`config.mk`:
```
export PLATFORM = sky130hd
export DESIGN_NAME = serial_cfg_tx
export DESIGN_NICKNAME = d
export VERILOG_FILES = /design/src/rtl/serial_cfg_tx.sv
export SDC_FILE = /design/constraint.sdc
export NUM_CORES = 1
export LEC_CHECK = 0
export CORE_MARGIN = 4
export CORE_UTILIZATION = 36
export DETAILED_ROUTE_END_ITERATION = 10
export GPL_TIMING_DRIVEN = 1
export PLACE_DENSITY_LB_ADDON = 0.1
export SLEW_MARGIN = 15
export SYNTH_ARGS = -nofsm -noshare
export SYNTH_HDL_FRONTEND = slang
export SYNTH_SLANG_ARGS = --single-unit
```
`constraint.sdc`:
```
create_clock -name i_clk -period 2.55 [get_ports i_clk]
set_input_delay 0.255 -clock i_clk [delete_from_list [all_inputs] [get_ports i_clk]]
set_output_delay 0.255 -clock i_clk [all_outputs]
set_load 0.02 [all_outputs]
```
`src/rtl/serial_cfg_tx.sv`:
```
// serial_cfg_tx: host-side transmitter for the backend serial configuration
// interface. Each transaction pulses the backend's active-low reset, shifts
// the 5-bit gain word {gainA1, gainA2} out MSB first on o_sclk/o_sdin, then
// waits for the backend ready flag and captures the VCO comparison result.
//
// Handshake: a request is accepted on any rising edge of i_clk where
// i_start=1 and the FSM is IDLE (o_busy=0 in that cycle). The gain inputs
// are latched on that same edge. o_busy is high from the next cycle until
// the FSM returns to IDLE; i_start is ignored while o_busy=1. Completion is
// signalled by a one-cycle o_done pulse (ready seen) or by o_error rising
// (ready timeout); in both cases o_busy drops in that same cycle.
module serial_cfg_tx #(
  parameter int CLK_DIV       = 4,
  parameter int RST_CYCLES    = 4,
  parameter int READY_TIMEOUT = 255
) (
  input  logic       i_clk,
  input  logic       i_reset,
  input  logic       i_start,
  input  logic [2:0] i_gainA1,
  input  logic [1:0] i_gainA2,
  input  logic       i_ready,
  input  logic       i_vco1_fast,
  output logic       o_resetbAll,
  output logic       o_sclk,
  output logic       o_sdin,
  output logic       o_busy,
  output logic       o_done,
  output logic       o_vco1_fast,
  output logic       o_error,
  output logic [1:0] o_state
);

  // Counter widths; a counter that only ever holds 0 still gets one bit.
  localparam int PH_W   = $clog2(2 * CLK_DIV);
  localparam int RST_W  = (RST_CYCLES > 1) ? $clog2(RST_CYCLES) : 1;
  localparam int WAIT_W = (READY_TIMEOUT > 1) ? $clog2(READY_TIMEOUT) : 1;

  // Terminal counts. o_sclk rises when the phase counter leaves PH_MID and
  // falls when it wraps from PH_LAST, so the edge sits mid-bit.
  localparam logic [PH_W-1:0]   PH_MID    = PH_W'(CLK_DIV - 1);
  localparam logic [PH_W-1:0]   PH_LAST   = PH_W'(2 * CLK_DIV - 1);
  localparam logic [RST_W-1:0]  RST_LAST  = RST_W'(RST_CYCLES - 1);
  localparam logic [WAIT_W-1:0] WAIT_LAST = WAIT_W'(READY_TIMEOUT - 1);
  localparam logic [2:0]        BIT_LAST  = 3'd4;

  typedef enum logic [1:0] {
    S_IDLE  = 2'd0,
    S_RST   = 2'd1,
    S_SHIFT = 2'd2,
    S_WAIT  = 2'd3
  } state_t;

  state_t            r_state;
  logic [4:0]        r_word;
  logic [PH_W-1:0]   r_ph_cnt;
  logic [2:0]        r_bit_cnt;
  logic [RST_W-1:0]  r_rst_cnt;
  logic [WAIT_W-1:0] r_wait_cnt;
  logic              r_resetb;
  logic              r_sclk;
  logic              r_sdin;
  logic              r_busy;
  logic              r_done;
  logic              r_vco1_fast;
  logic              r_error;

  // Transaction FSM; every output is a register updated alongside the state.
  always_ff @(posedge i_clk) begin
    if (i_reset) begin
      r_state     <= S_IDLE;
      r_word      <= '0;
      r_ph_cnt    <= '0;
      r_bit_cnt   <= '0;
      r_rst_cnt   <= '0;
      r_wait_cnt  <= '0;
      r_resetb    <= 1'b0;
      r_sclk      <= 1'b0;
      r_sdin      <= 1'b0;
      r_busy      <= 1'b0;
      r_done      <= 1'b0;
      r_vco1_fast <= 1'b0;
      r_error     <= 1'b0;
    end else begin
      r_done <= 1'b0;
      case (r_state)
        S_IDLE: begin
          r_resetb <= 1'b1;
          r_sclk   <= 1'b0;
          r_sdin   <= 1'b0;
          r_busy   <= 1'b0;
          if (i_start) begin
            r_word    <= {i_gainA1, i_gainA2};
            r_error   <= 1'b0;
            r_resetb  <= 1'b0;
            r_busy    <= 1'b1;
            r_rst_cnt <= '0;
            r_state   <= S_RST;
          end
        end
        S_RST: begin
          if (r_rst_cnt == RST_LAST) begin
            // Release the backend reset and present the MSB for bit 0.
            r_resetb  <= 1'b1;
            r_sdin    <= r_word[4];
            r_sclk    <= 1'b0;
            r_ph_cnt  <= '0;
            r_bit_cnt <= '0;
            r_state   <= S_SHIFT;
          end else begin
            r_rst_cnt <= r_rst_cnt + RST_W'(1);
          end
        end
        S_SHIFT: begin
          if (r_ph_cnt == PH_LAST) begin
            r_ph_cnt <= '0;
            r_sclk   <= 1'b0;
            if (r_bit_cnt == BIT_LAST) begin
              r_sdin     <= 1'b0;
              r_wait_cnt <= '0;
              r_state    <= S_WAIT;
            end else begin
              // Next bit goes out while the word shifts under it.
              r_bit_cnt <= r_bit_cnt + 3'd1;
              r_sdin    <= r_word[3];
              r_word    <= {r_word[3:0], 1'b0};
            end
          end else begin
            r_ph_cnt <= r_ph_cnt + PH_W'(1);
            if (r_ph_cnt == PH_MID) begin
              r_sclk <= 1'b1;
            end
          end
        end
        S_WAIT: begin
          // Ready takes priority over a timeout landing in the same cycle.
          if (i_ready) begin
            r_vco1_fast <= i_vco1_fast;
            r_done      <= 1'b1;
            r_busy      <= 1'b0;
            r_state     <= S_IDLE;
          end else if (r_wait_cnt == WAIT_LAST) begin
            r_error <= 1'b1;
            r_busy  <= 1'b0;
            r_state <= S_IDLE;
          end else begin
            r_wait_cnt <= r_wait_cnt + WAIT_W'(1);
          end
        end
        default: begin
          r_state <= S_IDLE;
        end
      endcase
    end
  end

  assign o_resetbAll = r_resetb;
  assign o_sclk      = r_sclk;
  assign o_sdin      = r_sdin;
  assign o_busy      = r_busy;
  assign o_done      = r_done;
  assign o_vco1_fast = r_vco1_fast;
  assign o_error     = r_error;
  assign o_state     = r_state;

endmodule

```
* Yosys cells after proc, flatten, opt, wreduce, memory -nomap -nowiden *
Cells that the tools add are included.

word-level totals
  register bits = 30
  input bits = 10
  output and inout port bits = 9

cells by class
  add/sub/neg operators = 4
  equality and inequality tests = 19
  multiplexer cells = 45
  bitwise gates (word level) = 1
  reductions and logical operators = 20

operators with widths
  kind                 number
  $mux 8               4
  $ne 2x2->1 const B   9
  $mux 2               8
  $pmux 8 s2           1
  $mux 1               15
  $mux 5               3
  $mux 3               4
  $pmux 3 s2           2
  $reduce_and 4->1     3
  $pmux 5 s2           1
  $reduce_and 5->1     2
  $reduce_bool 2->1    5
  $reduce_and 3->1     3
  $add 8x1->8 const B  1
  $eq 8x8->1 const B   1
  $pmux 2 s4           1
  $reduce_and 2->1     4
  $add 3x1->3 const B  2
  $eq 2x2->1 const B   3
  $eq 3x3->1 const B   2
  $ne 3x3->1 const B   2
  $pmux 1 s2           3
  $pmux 1 s3           2
  $pmux 2 s2           1
  7 further kinds      7

* Longest topological paths before layout *
  depth after elaboration = 4
  mapped depth = 8
  mapped depth without buffers = 6

* Worst setup path before layout *
OpenSTA, ideal clock, no wires.

  path kind = reg2reg
  start = register r_state[1], in the netlist o_state[1]
  end = register r_state[1], in the netlist o_state[1]
  setup time = 0.116 ns
  arrival time = 1.783 ns
  data required time = 2.434 ns
  path slack = 0.650 ns
  cell stages (with the launch flop) = 9
  buffers on the path = 2
  period minus slack after synthesis = 1.900 ns
  cells stage by stage = dfxtp_1 > inv_1 > ha_1 > buf_2 > nor2b_1 > buf_6 > nor4_4 > a211oi_1 > a41o_1

between the ends
  word-level cells in the longest chain between the ends = 3

RTL lines
  what                                                line  RTL
  from (decl)                                         54    state_t r_state;
  from (signal assigned)                              71    r_state <= S_IDLE;
  from (signal assigned)                              98    r_state <= S_RST;
  from (signal assigned)                              109   r_state <= S_SHIFT;
  $eq 2x2->1, or another cell as far along            86    case (r_state)
  $ne 3x3->1 (no line) or $ne 2x2->1 (tied branches)  --
  $reduce_and 5->1 (no line)                          --

Several ways; a longest one is shown, not always the timed one.
A chain may end at the register's enable or synchronous reset.

* Final worst setup path *
  start = register r_state[0], in the netlist o_state[0]
  end = register r_bit_cnt[0]

between the ends
  word-level cells in the longest chain between the ends = 3

RTL lines
  what                                                       line  RTL
  $eq 2x2->1 or $eq 2x1->1 (tied branches)                   86
  $ne 2x2->1 (no line) or $reduce_bool 2->1 (tied branches)  --
  $reduce_and 4->1 (no line)                                 --
  to (signal assigned)                                       124   r_bit_cnt <= r_bit_cnt + 3'd1;
  to (decl)                                                  57    logic [2:0] r_bit_cnt;

Several ways; a longest one is shown, not always the timed one.

==> metrics.txt <==
status finished clean; Setup Fix Bufs, Post-CTS 0; Root Buffer clkbuf_8; number of remaining DRC errors 0; total track usage 13.9%; Final Hold Viols 0; top_reg_cell synth dfxtp_1; worst-path fanout max 18; Antenna Nets Post-Route 0; WHS Endpoint o_vco1_fast; slowest stage delay, CP 0.37 ns; Power Density 932 nW/µm²; routability cong. 0.772; hold-fix buffers at CTS 0; Die X 75.5 µm; post-synth cell types 45; Final Skew 0.00542 ns; global route overflow 0; initial DRC count 38; Seq/Total Area, Yosys 36.6%; Clock power frac 21.8%; Crit-path slowest cell a21boi_1; final design instance area without fill 1940 µm²; Min-Delay Startpoint o_vco1_fast; Pwr Total 1.81 mW; Post-Syn Area 1640 µm²; Async SR Flop Fraction 0%; Setup Total Neg Slack 0 ns; Warnings, synthesis 0; CP cell instances inv_1 -> ha_1 -> buf_4 -> a21boi_1 -> nor3b_1 -> nor2_1 -> a211oi_1; initial antenna violation count 0; Clock Path Buffers 2; Worst VDD drop 318 µV; CTS Sinks 30; htree depth 2; IO Port Bufs 18; die area 5700 µm²; core area 4380 µm²; # Max-Cap Violations 0; final core utilization 44.3%; Top delay family on crit path compound AO/OA/AOI/OAI gates; largest net degree at the start of global routing 19; Routed WL per cell 14.0 µm; RSZ-0062 raised after global routing false; max frequency 0.495 GHz; WP data required 2.74 ns; Period minus WS final 2.02 ns; Pleak 0.688 nW; crit path DAT 2.21 ns; Worst-Margin Slew 0.621 ns; # rows 24; first-pass GRT wire length 5.96 mm; Initial Utilization 37.4%; Crit. Startpoint o_state[0]; crit end category flip-flop; Vias 1415; iteration count of the initial detailed-routing pass 4; Cells on Worst Hold Path 2; reg2reg setup slack 0.53 ns; area growth from synthesis to layout 18.5%; most common cell after layout, fill and taps aside dfxtp_1; period utilization 79.2%; Comb power frac 44.8%; Ant. Diodes 0; Cell Int Power 1.11 mW; Clock Latency Late Sink 0.28 ns; critical path class reg -> reg; Post-synth EDFFs 0; post-DP HPWL 2.75 mm; Die Ht 75.5 µm; Psw 0.698 mW; switching share of total power 38.6%; Hold Crit Class reg -> reg; final setup fails 0; Top Ports 19; average footprint of a synthesized cell 8.81 µm²; CP startpoint kind flip-flop; Via density 5.48; Buf+Inv Stages, Crit Path 2; CTS Buf Count 5; CTS clk-pin slew, worst paths 0.06 ns; syn_nets 208; Worst R2R Path Depth 7; Worst slew margin 58.2%; Syn Inst Count 186; nets 227; Post-Route WL 3.61 mm; share of power burned in registers 33.5%; r2r startpoint o_state[0]; CTS tree yes; end of the worst register-to-register path r_bit_cnt[0]; most frequent cells in the layout dfxtp_1, nor2_1, clkdlybuf4s50_1; DP Area 1850 µm²; cts repair resizes 0; share of layout cells above drive strength 1 7.77%; Slew Limit Fails 0; vias in the first global route 1338; Seq cells post-synth 30
-- metrics by stage --
stage | hold slack [ns] | cells | setup slack [ns]
floorplan | 0.327 | 186 | 0.650
global placement | 0.445 | 250 | 0.570
detailed placement | 0.454 | 250 | 0.530
CTS | 0.463 | 258 | 0.503
global route | 0.483 | 258 | 0.339
finish | 0.460 | 258 | 0.530
-- power by group through the flow --
stage          sequential [mW]  clock, mW  combinational, mW
6_report                 0.606      0.394              0.810
3_3_place_gp             0.611          0              0.791
4_1_cts                  0.606      0.404              0.814
5_1_grt                  0.616      0.422              0.903
2_1_floorplan            0.640          0              0.592
3_5_place_dp             0.616          0              0.810
-- worst reg2reg max path: stages (launching register included) --
cell,delay (ns)
dfxtp_1,0.35
inv_1,0.10
ha_1,0.20
buf_4,0.26
a21boi_1,0.37
nor3b_1,0.35
nor2_1,0.08
a211oi_1,0.21
-- synth_stat cells, types with 4 or more instances --
| cell type | n | area share [%] |
|---|---|---|
| or4_1 | 4 | 1.8 |
| o31ai_1 | 4 | 1.8 |
| inv_1 | 10 | 2.3 |
| nand2b_1 | 4 | 1.5 |
| nor2_1 | 19 | 4.4 |
| a211oi_1 | 6 | 2.7 |
| o21ai_0 | 5 | 1.5 |
| dfxtp_1 | 30 | 37 |
| a21oi_1 | 16 | 4.9 |
| mux2i_1 | 6 | 3.7 |
| nor3_1 | 5 | 1.5 |
| nand3_1 | 4 | 1.2 |
| ha_1 | 12 | 9.2 |
| nor2b_1 | 5 | 1.9 |
| clkbuf_1 | 4 | 0.92 |
| nand2_1 | 10 | 2.3 |
-- metal layers --
metal,wire (µm),track usage [%],vias up
li1,-,-,711
met1,1640,16.9,663
met2,1690,22.3,33
met3,192,3.96,8
met4,97,7.38,0
met5,0,0,-
-- area by class of cell --
class,instances,area [µm²]
Fill cell,418,2440
Sequential cell,30,601
Timing Repair Buffer,21,203
Clock buffer,7,86.3
Clock inverter,1,5.00
Inverter,10,37.5
Multi-Input combinational cell,137,946
Tap cell,52,65.1
-- sequential cells by signal, indices dropped and copies added (netlist names) --
register	count
o_busy	1
r_wait_cnt	8
r_rst_cnt	2
r_ph_cnt	3
o_sdin	1
r_bit_cnt	3
o_error	1
o_state	2
o_vco1_fast	1
r_word	5
o_resetbAll	1
o_sclk	1
o_done	1
-- how the worst max path moves through the flow --
stage               cells past startpoint  slack (ns)            end
global route                            5        0.34  r_wait_cnt[5]
finish                                  7        0.53   r_bit_cnt[0]
CTS                                     7        0.50   r_bit_cnt[0]
floorplan                               8        0.65     o_state[1]
detailed placement                      5        0.53  r_wait_cnt[5]
global placement                        7        0.57   r_bit_cnt[0]
-- kinds of logic (layout without fill, tap and decap cells) --
| family | after synthesis | count (layout) | synth area share [%] |
|---|---|---|---|
| muxes | 6 | 6 | 3.66 |
| buffers and inverters | 19 | 39 | 5.65 |
| and+or+nand+nor | 68 | 68 | 22.8 |
| DFF | 30 | 30 | 36.6 |
| AOI/OAI and AO/OA | 51 | 51 | 22.1 |
| adders and majority gates | 12 | 12 | 9.16 |
No activity file was read; power rests on OpenSTA's default activity.
